### src/rtl/fifo_pkg.sv
// fifo_pkg: shared FIFO defaults and write-arbiter state type.
package fifo_pkg;
    localparam int DEF_DATASIZE = 8;
    localparam int DEF_ADDRSIZE = 4;
    localparam int DEF_MAXBURST = 4;
    typedef enum logic {IDLE, GRANT} arb_state_t;
endpackage

### src/rtl/rr_pick.sv
// rr_pick: round-robin search for the first set request after the last owner.
module rr_pick #(
    parameter int NREQ = 4,
    parameter int OW   = 2
) (
    input  logic [NREQ-1:0] i_req,
    input  logic [OW-1:0]   i_last,
    output logic [OW-1:0]   o_next,
    output logic            o_valid
);
    // Scan farthest-first so the nearest set bit after i_last wins.
    always_comb begin
        o_next  = '0;
        o_valid = 1'b0;
        for (int k = NREQ; k >= 1; k--) begin
            if (i_req[(int'(i_last) + k) % NREQ]) begin
                o_next  = OW'((int'(i_last) + k) % NREQ);
                o_valid = 1'b1;
            end
        end
    end
endmodule

### src/rtl/fifo_wr_arb.sv
// fifo_wr_arb: round-robin burst arbiter driving a single FIFO write port.
module fifo_wr_arb import fifo_pkg::*; #(
    parameter int NREQ     = 4,
    parameter int DATASIZE = DEF_DATASIZE,
    parameter int MAXBURST = DEF_MAXBURST,
    localparam int OW      = (NREQ > 1) ? $clog2(NREQ) : 1
) (
    input  logic                     wclk,
    input  logic                     wrst,
    input  logic [NREQ-1:0]          req,
    input  logic [NREQ*DATASIZE-1:0] req_data,
    input  logic                     wfull,
    output logic [NREQ-1:0]          gnt,
    output logic                     winc,
    output logic [DATASIZE-1:0]      wdata,
    output logic                     busy,
    output logic [OW-1:0]            owner
);
    arb_state_t r_state, w_state_nx;
    logic [3:0] r_cnt, w_cnt_nx;
    logic [OW-1:0] r_owner, r_last, w_pick;
    logic w_valid, w_act, w_acc;

    rr_pick #(.NREQ(NREQ), .OW(OW)) u_pick (
        .i_req   (req),
        .i_last  (r_last),
        .o_next  (w_pick),
        .o_valid (w_valid)
    );

    // Outputs are masked by wrst so a reset landing mid-burst writes nothing.
    assign w_act = (r_state == GRANT) && !wrst;
    assign w_acc = w_act && req[r_owner] && !wfull;

    always_comb begin
        gnt          = '0;
        gnt[r_owner] = w_acc;
        winc         = w_acc;
        wdata        = w_acc ? req_data[int'(r_owner)*DATASIZE +: DATASIZE] : '0;
        busy         = w_act;
        owner        = wrst ? '0 : r_owner;
    end

    always_comb begin
        w_state_nx = r_state;
        w_cnt_nx   = r_cnt;
        if (r_state == IDLE) begin
            if (w_valid) begin
                w_state_nx = GRANT;
                w_cnt_nx   = '0;
            end
        end else if (!req[r_owner]) begin
            w_state_nx = IDLE;
        end else if (!wfull) begin
            w_cnt_nx   = r_cnt + 4'd1;
            w_state_nx = (w_cnt_nx == 4'(MAXBURST)) ? IDLE : GRANT;
        end
    end

    always_ff @(posedge wclk) begin
        if (wrst) begin
            r_state <= IDLE;
            r_cnt   <= '0;
            r_owner <= '0;
            r_last  <= OW'(NREQ - 1);
        end else begin
            r_state <= w_state_nx;
            r_cnt   <= w_cnt_nx;
            if (r_state == IDLE && w_valid) begin
                r_owner <= w_pick;
                r_last  <= w_pick;
            end
        end
    end
endmodule

### config.mk
export PLATFORM = sky130hd
export DESIGN_NAME = fifo_wr_arb
export DESIGN_NICKNAME = d
export VERILOG_FILES = /design/src/rtl/fifo_pkg.sv /design/src/rtl/rr_pick.sv /design/src/rtl/fifo_wr_arb.sv
export SDC_FILE = /design/constraint.sdc
export NUM_CORES = 1
export LEC_CHECK = 0
export ABC_AREA = 1
export CORE_MARGIN = 2
export CORE_UTILIZATION = 42
export CTS_CLUSTER_SIZE = 12
export DETAILED_ROUTE_END_ITERATION = 10
export PLACE_DENSITY = 0.85
export SKIP_CTS_REPAIR_TIMING = 1
export SYNTH_ARGS = -nofsm -noshare
export SYNTH_HDL_FRONTEND = slang
export SYNTH_SLANG_ARGS = --single-unit
### constraint.sdc
create_clock -name wclk -period 3.4 [get_ports wclk]
set_clock_uncertainty 0.05 [all_clocks]
set_input_delay 0.68 -clock wclk [delete_from_list [all_inputs] [get_ports wclk]]
set_output_delay 0.68 -clock wclk [all_outputs]
set_load 0.03 [all_outputs]
# Word-level counts from Yosys, hierarchy flattened
# Index checks and enable logic that the tools add are counted.
totals:
  ramBits: 0
  n_memories: 0
  word_cells: 73
  mem_bits_ro: 0
  reg_bits: 9
  latchBits: 0
op_classes:
  n_addsub: 5
  n_reduce_logical: 13
  n_div: 0
  eq_ne: 3
  n_mul: 0
  shift: 1
  magnitude_cmp: 6
  bitwise_logic: 6
  n_mux: 35
op_table:
  columns: ["op", "n"]
  rows:
  - ["indexed part select 32 x 6 -> 8 bit", 1]
  - ["two-way mux 1 bit", 19]
  - ["less-than comparator 3 x 4 -> 1 bit (second input constant)", 4]
  - ["two-way mux 4 bit", 4]
  - ["binary-select mux 1 bit (select 2 bit)", 5]
  - ["two-way mux 2 bit", 5]
  - ["two-way mux 8 bit", 1]
  - ["OR reduction 2 bit", 4]
  - ["logical AND 1 bit", 5]
  - ["adder 2 x 1 -> 2 bit (second input constant)", 2]
  - ["adder 2 bit (second input constant)", 2]
  - ["adder 4 x 1 -> 4 bit (second input constant)", 1]
  - ["bitwise AND 1 bit (first input constant)", 4]
  - ["bitwise AND 4 bit", 1]
  - ["== test 4 x 3 -> 1 bit (second input constant)", 1]
  - ["less-than comparator 2 x 3 -> 1 bit (second input constant)", 1]
  - ["AND reduction 3 bit", 1]
  - ["demux 1 bit (select 2 bit)", 1]
  - ["greater-or-equal comparator 2 x 1 -> 1 bit (second input constant)", 1]
  - ["zero test 1 bit", 2]
  - ["!= test 2 x 1 -> 1 bit (second input constant)", 1]
  - ["!= test 2 bit (second input constant)", 1]
  - ["nonzero test 2 bit", 1]
  - ["NOT 1 bit", 1]

# Depth between registers and ports, before layout
depth:
  ltp_word: 12
  mapped_depth: 12
  ltp_nobuf: 11

# By module
# From an unflattened synthesis, not the netlist that was laid out.
unflattened:
  hier_cells: 178
  hier_area_um2: 1034.7
by_module_without_submodules:
  columns: ["mod", "n_inst", "seq_area_each_um2", "cells_per_inst", "area_per_inst_um2"]
  rows:
  - ["fifo_wr_arb", 1, 180.2, 129, 808.3]
  - ["rr_pick", 1, 0.0, 49, 226.5]

# Worst setup path after synthesis
# No wires, ideal clock.
synth_path:
  path_kind: "input port to output port"
  start: "input port wrst"
  end: "output port gnt[0]"
  arrival_ns: 2.151
  stages: 4
  path_slack_ns: 0.519
  path_buffers: 1
  cell_sequence: "buf_6 nor2_1 nand3_4 nor3_1"
synth_between:
  elab_chain_cells: 5
synth_lines:
  columns: ["item", "line", "text"]
  rows:
  - ["start: declaration", "fifo_wr_arb.sv:9", "input logic wrst,"]
  - ["zero test 1 bit", "fifo_wr_arb.sv:32", "assign w_act = (r_state == GRANT) && !wrst;"]
  - ["logical AND 1 bit", "fifo_wr_arb.sv:32", null]
  - ["via busy", "fifo_wr_arb.sv:16", "output logic busy,"]
  - ["logical AND 1 bit (2 in a row)", "fifo_wr_arb.sv:33", "assign w_acc = w_act && req[r_owner] && !wfull;"]
  - ["bitwise AND 4 bit (no line)", null, null]
  - ["end: declaration", "fifo_wr_arb.sv:13", "output logic [NREQ-1:0] gnt,"]
# The timed path passes the listed nets, and every way through them passes these cells.

# Worst setup path in the final report
layout_path:
  start: "input port req[0]"
  end: "output port wdata[7]"
layout_between:
  elab_chain_cells: 5
layout_lines:
  columns: ["item", "line", "text"]
  rows:
  - ["start: declaration", "fifo_wr_arb.sv:10", "input logic [NREQ-1:0] req,"]
  - ["binary-select mux 1 bit (select 2 bit)", "fifo_wr_arb.sv:33", null]
  - ["two-way mux 1 bit (not written as such)", "fifo_wr_arb.sv:33", null]
  - ["logical AND 1 bit (2 in a row)", "fifo_wr_arb.sv:33", null]
  - ["two-way mux 8 bit", "fifo_wr_arb.sv:39", "wdata = w_acc ? req_data[int'(r_owner)*DATASIZE +: DATASIZE] : '0;"]
  - ["end: declaration", "fifo_wr_arb.sv:15", "output logic [DATASIZE-1:0] wdata,"]
# Every way passes these cells. The select of a mux whose other input is x is not followed.

==> impl_metrics.sql <==
INSERT INTO impl_metrics (metric_group, metric, value, unit) VALUES
('global_route', 'first_global_vias', '1127', ''),
('yosys', 'synthArstFlopShare', '0', '%'),
('clock_tree', 'cts_inserted_buffers', '3', ''),
('global_route', 'antenna_violations_before_repair', '0', ''),
('critical_path', 'required', '2.67', 'ns'),
('sta', 'final_min_period_over_clock_period', '95.54', '%'),
('power_and_ir_drop', 'switching_power', '500.7', 'µW'),
('yosys', 'post_synthesis_share_of_cell_area_spent_on_full_adders_half_adders_and_majority_gates', '1.200', '%'),
('yosys', 'synth-compound-area-share', '23.17', '%'),
('sta', 'final-setup-viol-count', '0', ''),
('sta', 'report.final.slew_viol_count', '0', ''),
('sta', 'report.final.hold_viol_count', '0', ''),
('cells_and_area', 'num-nets-final', '260', ''),
('sta', 'maximum_clock_frequency', '307.8', 'MHz'),
('critical_path', 'worstPathCellList', 'clkdlybuf4s50_1, inv_1, nor2_2, a21oi_1, o21ai_4, nand3_4, nor2_1, clkdlybuf4s50_1', ''),
('clock_tree', 'clock_sinks', '9', ''),
('routing', 'route.vias.total', '1324', ''),
('hold_path', 'hold_path_startpoint', 'r_cnt[1]$_SDFFE_PP0P_', ''),
('die', 'fp-row-count', '18', ''),
('hold_path', 'min_path_type', 'reg2reg', ''),
('yosys', 'yosys.cell_types.count', '31', ''),
('place', 'port-buffer-count', '54', ''),
('yosys', 'synth_top_area_share', '18.73', '%'),
('sta', 'worst_slew_pin_slew', '0.5066', 'ns'),
('global_route', 'grt_use_met3', '1.944', '%'),
('yosys', 'synth.top_cells.by_count', 'nand2_1, inv_1, nand3_1', ''),
('routing', 'drc', '0', ''),
('die', 'die_h', '53.82', 'µm'),
('routing', 'postRouteWirelength', '3310', 'µm'),
('power_and_ir_drop', 'swShare', '53.82', '%'),
('critical_path', 'timing.critical_path.to_type', 'output port', ''),
('sta', 'period_minus_slack', '3.248', 'ns'),
('cells_and_area', 'final_layout_size_suffix_gt1_share', '17.81', '%'),
('place', 'globalplace.congestion', '0.8119', ''),
('sta', 'final.setup.tns', '0', 'ns'),
('die', 'dieWidth', '53.82', 'µm'),
('clock_tree', 'clock_latency_late_sink', '0.27', 'ns'),
('routing', 'number_of_detailed_route_iterations_in_the_first_pass', '4', ''),
('die', 'design.portCount', '55', ''),
('yosys', 'yosysMostFrequentCell', 'nand2_1', ''),
('critical_path', 'path_max_fanout', '10', ''),
('clock_tree', 'tritoncts', 'yes', ''),
('global_route', 'grt_first_pass_wirelength', '4685', 'µm'),
('global_route', 'top_usage_layer', 'met2', ''),
('power_and_ir_drop', 'power_report.internal_total', '429.6', 'µW'),
('sta', 'grt_setup_unrepaired', 'false', ''),
('routing', 'post_drt_via_cell_ratio', '5.317', ''),
('global_route', 'track_usage', '21.42', '%'),
('die', 'starting_utilization_of_the_core_area', '43.25', '%'),
('yosys', 'yosys-mux-area-fraction', '0', '%'),
('global_route', 'use_met1', '26.92', '%'),
('yosys', 'syn-mean-instance-area', '6.434', 'µm²'),
('sta', 'fin_worst_hold_slack', '0.4433', 'ns'),
('power_and_ir_drop', 'reported_leakage_power', '0.0007247', 'µW'),
('critical_path', 'cp_data_arrival_time', '2.52', 'ns'),
('clock_tree', 'path_clk_slew', '0.06', 'ns'),
('yosys', 'synth.top_cells.by_area', 'nand2_1, dfxtp_1, nand3_1, buf_6, inv_1', ''),
('yosys', 'area_of_the_mapped_netlist', '1042', 'µm²'),
('sta', 'slew_headroom', '66.18', '%'),
('run_status', 'outcome', 'completed', ''),
('yosys', 'yosys_most_used_dff', 'dfxtp_1', ''),
('die', 'fp.dieArea', '2896', 'µm²'),
('yosys', 'synth-seq-area-share', '17.29', '%'),
('critical_path', 'worstSetupPathType', 'in2out', ''),
('yosys', 'synth.ff_latch_count', '9', ''),
('power_and_ir_drop', 'clock_power_share', '9.3', '%'),
('critical_path', 'timing.rr.start', 'r_owner[0]$_SDFFE_PP0P_', ''),
('yosys', 'synth-simple-area-share', '42.98', '%'),
('power_and_ir_drop', 'share_seq_of_total_power', '20.4', '%'),
('global_route', 'grtUsageMet2', '39.02', '%'),
('die', 'core', '2410', 'µm²');
-- sequential cells by signal (all words and copies together), names as in the netlist --
| signal | count |
|---|---|
| r_cnt | 4 |
| r_owner | 2 |
| r_state | 1 |
| r_last | 2 |
-- final timing paths --
check                          end  slack (ns)
max                       wdata[7]        0.15
min          r_cnt[1]$_SDFFE_PP0P_        0.44
max reg2reg  r_cnt[2]$_SDFFE_PP0P_        1.53
min reg2reg  r_cnt[1]$_SDFFE_PP0P_        0.44
-- layer usage --
metal	part of all wire (%)	up-vias
li1	-	650
met1	44	616
met2	50	52
met3	4.6	6
met4	0.82	0
met5	0	-
-- final cells by class --
cell class / count / area [µm²]
Clock buffer: 3 / 22.52
Clock inverter: 1 / 5.005
Sequential cell: 9 / 180.2
Tap cell: 30 / 37.54
Timing Repair Buffer: 59 / 558.0
Multi-Input combinational cell: 126 / 710.7
Fill cell: 198 / 812.0
Inverter: 21 / 83.83
-- cell usage in the layout (no fill, tap or decap), drive strengths merged --
cell type,instances
nand2,56
clkdlybuf4s50,46
inv,20
nand3,18
nor2,15
a21oi,14
buf,13
dfxtp,9
a221oi,6
o21ai,4
nand4,3
clkbuf,3
nor3,3
a22oi,2
a31oi,2
clkinv,2
xnor2,1
o211ai,1
ha,1
-- power groups by stage --
stage / clock [µW] / sequential, µW / combinational, µW
floorplan: 0 / 155 / 529
global placement: 0 / 189 / 622
detailed placement: 0 / 191 / 646
CTS: 86.4 / 189 / 649
global route: 92.2 / 196 / 711
finish: 86.8 / 190 / 653
-- stage by stage --
step	total power, µW	worst slack (ns)	util (%)	instances	instance area (µm²)
CTS	924.1	0.1343	66.30	249	1598
floorplan	684.0	0.5187	-	162	1042
global route	999.5	0.001927	66.30	249	1598
finish	930.2	0.1515	66.30	249	1598
global placement	810.5	0.1761	65.16	245	1570
detailed placement	837.4	0.1412	65.16	245	1570
-- logic make-up after synthesis --
kind of cell,Yosys count
compound gates,29
xor+xnor,1
simple gates,95
buf+inv,27
fa+ha+maj,1
flops,9
-- worst max-delay path: cells and delay by family --
family,cells,cell delay (ns)
buffers and inverters,3,1.22
AND/OR/NAND/NOR,3,0.36
AO/OA/AOI/OAI,2,0.26
(Power assumes the default switching activity.)
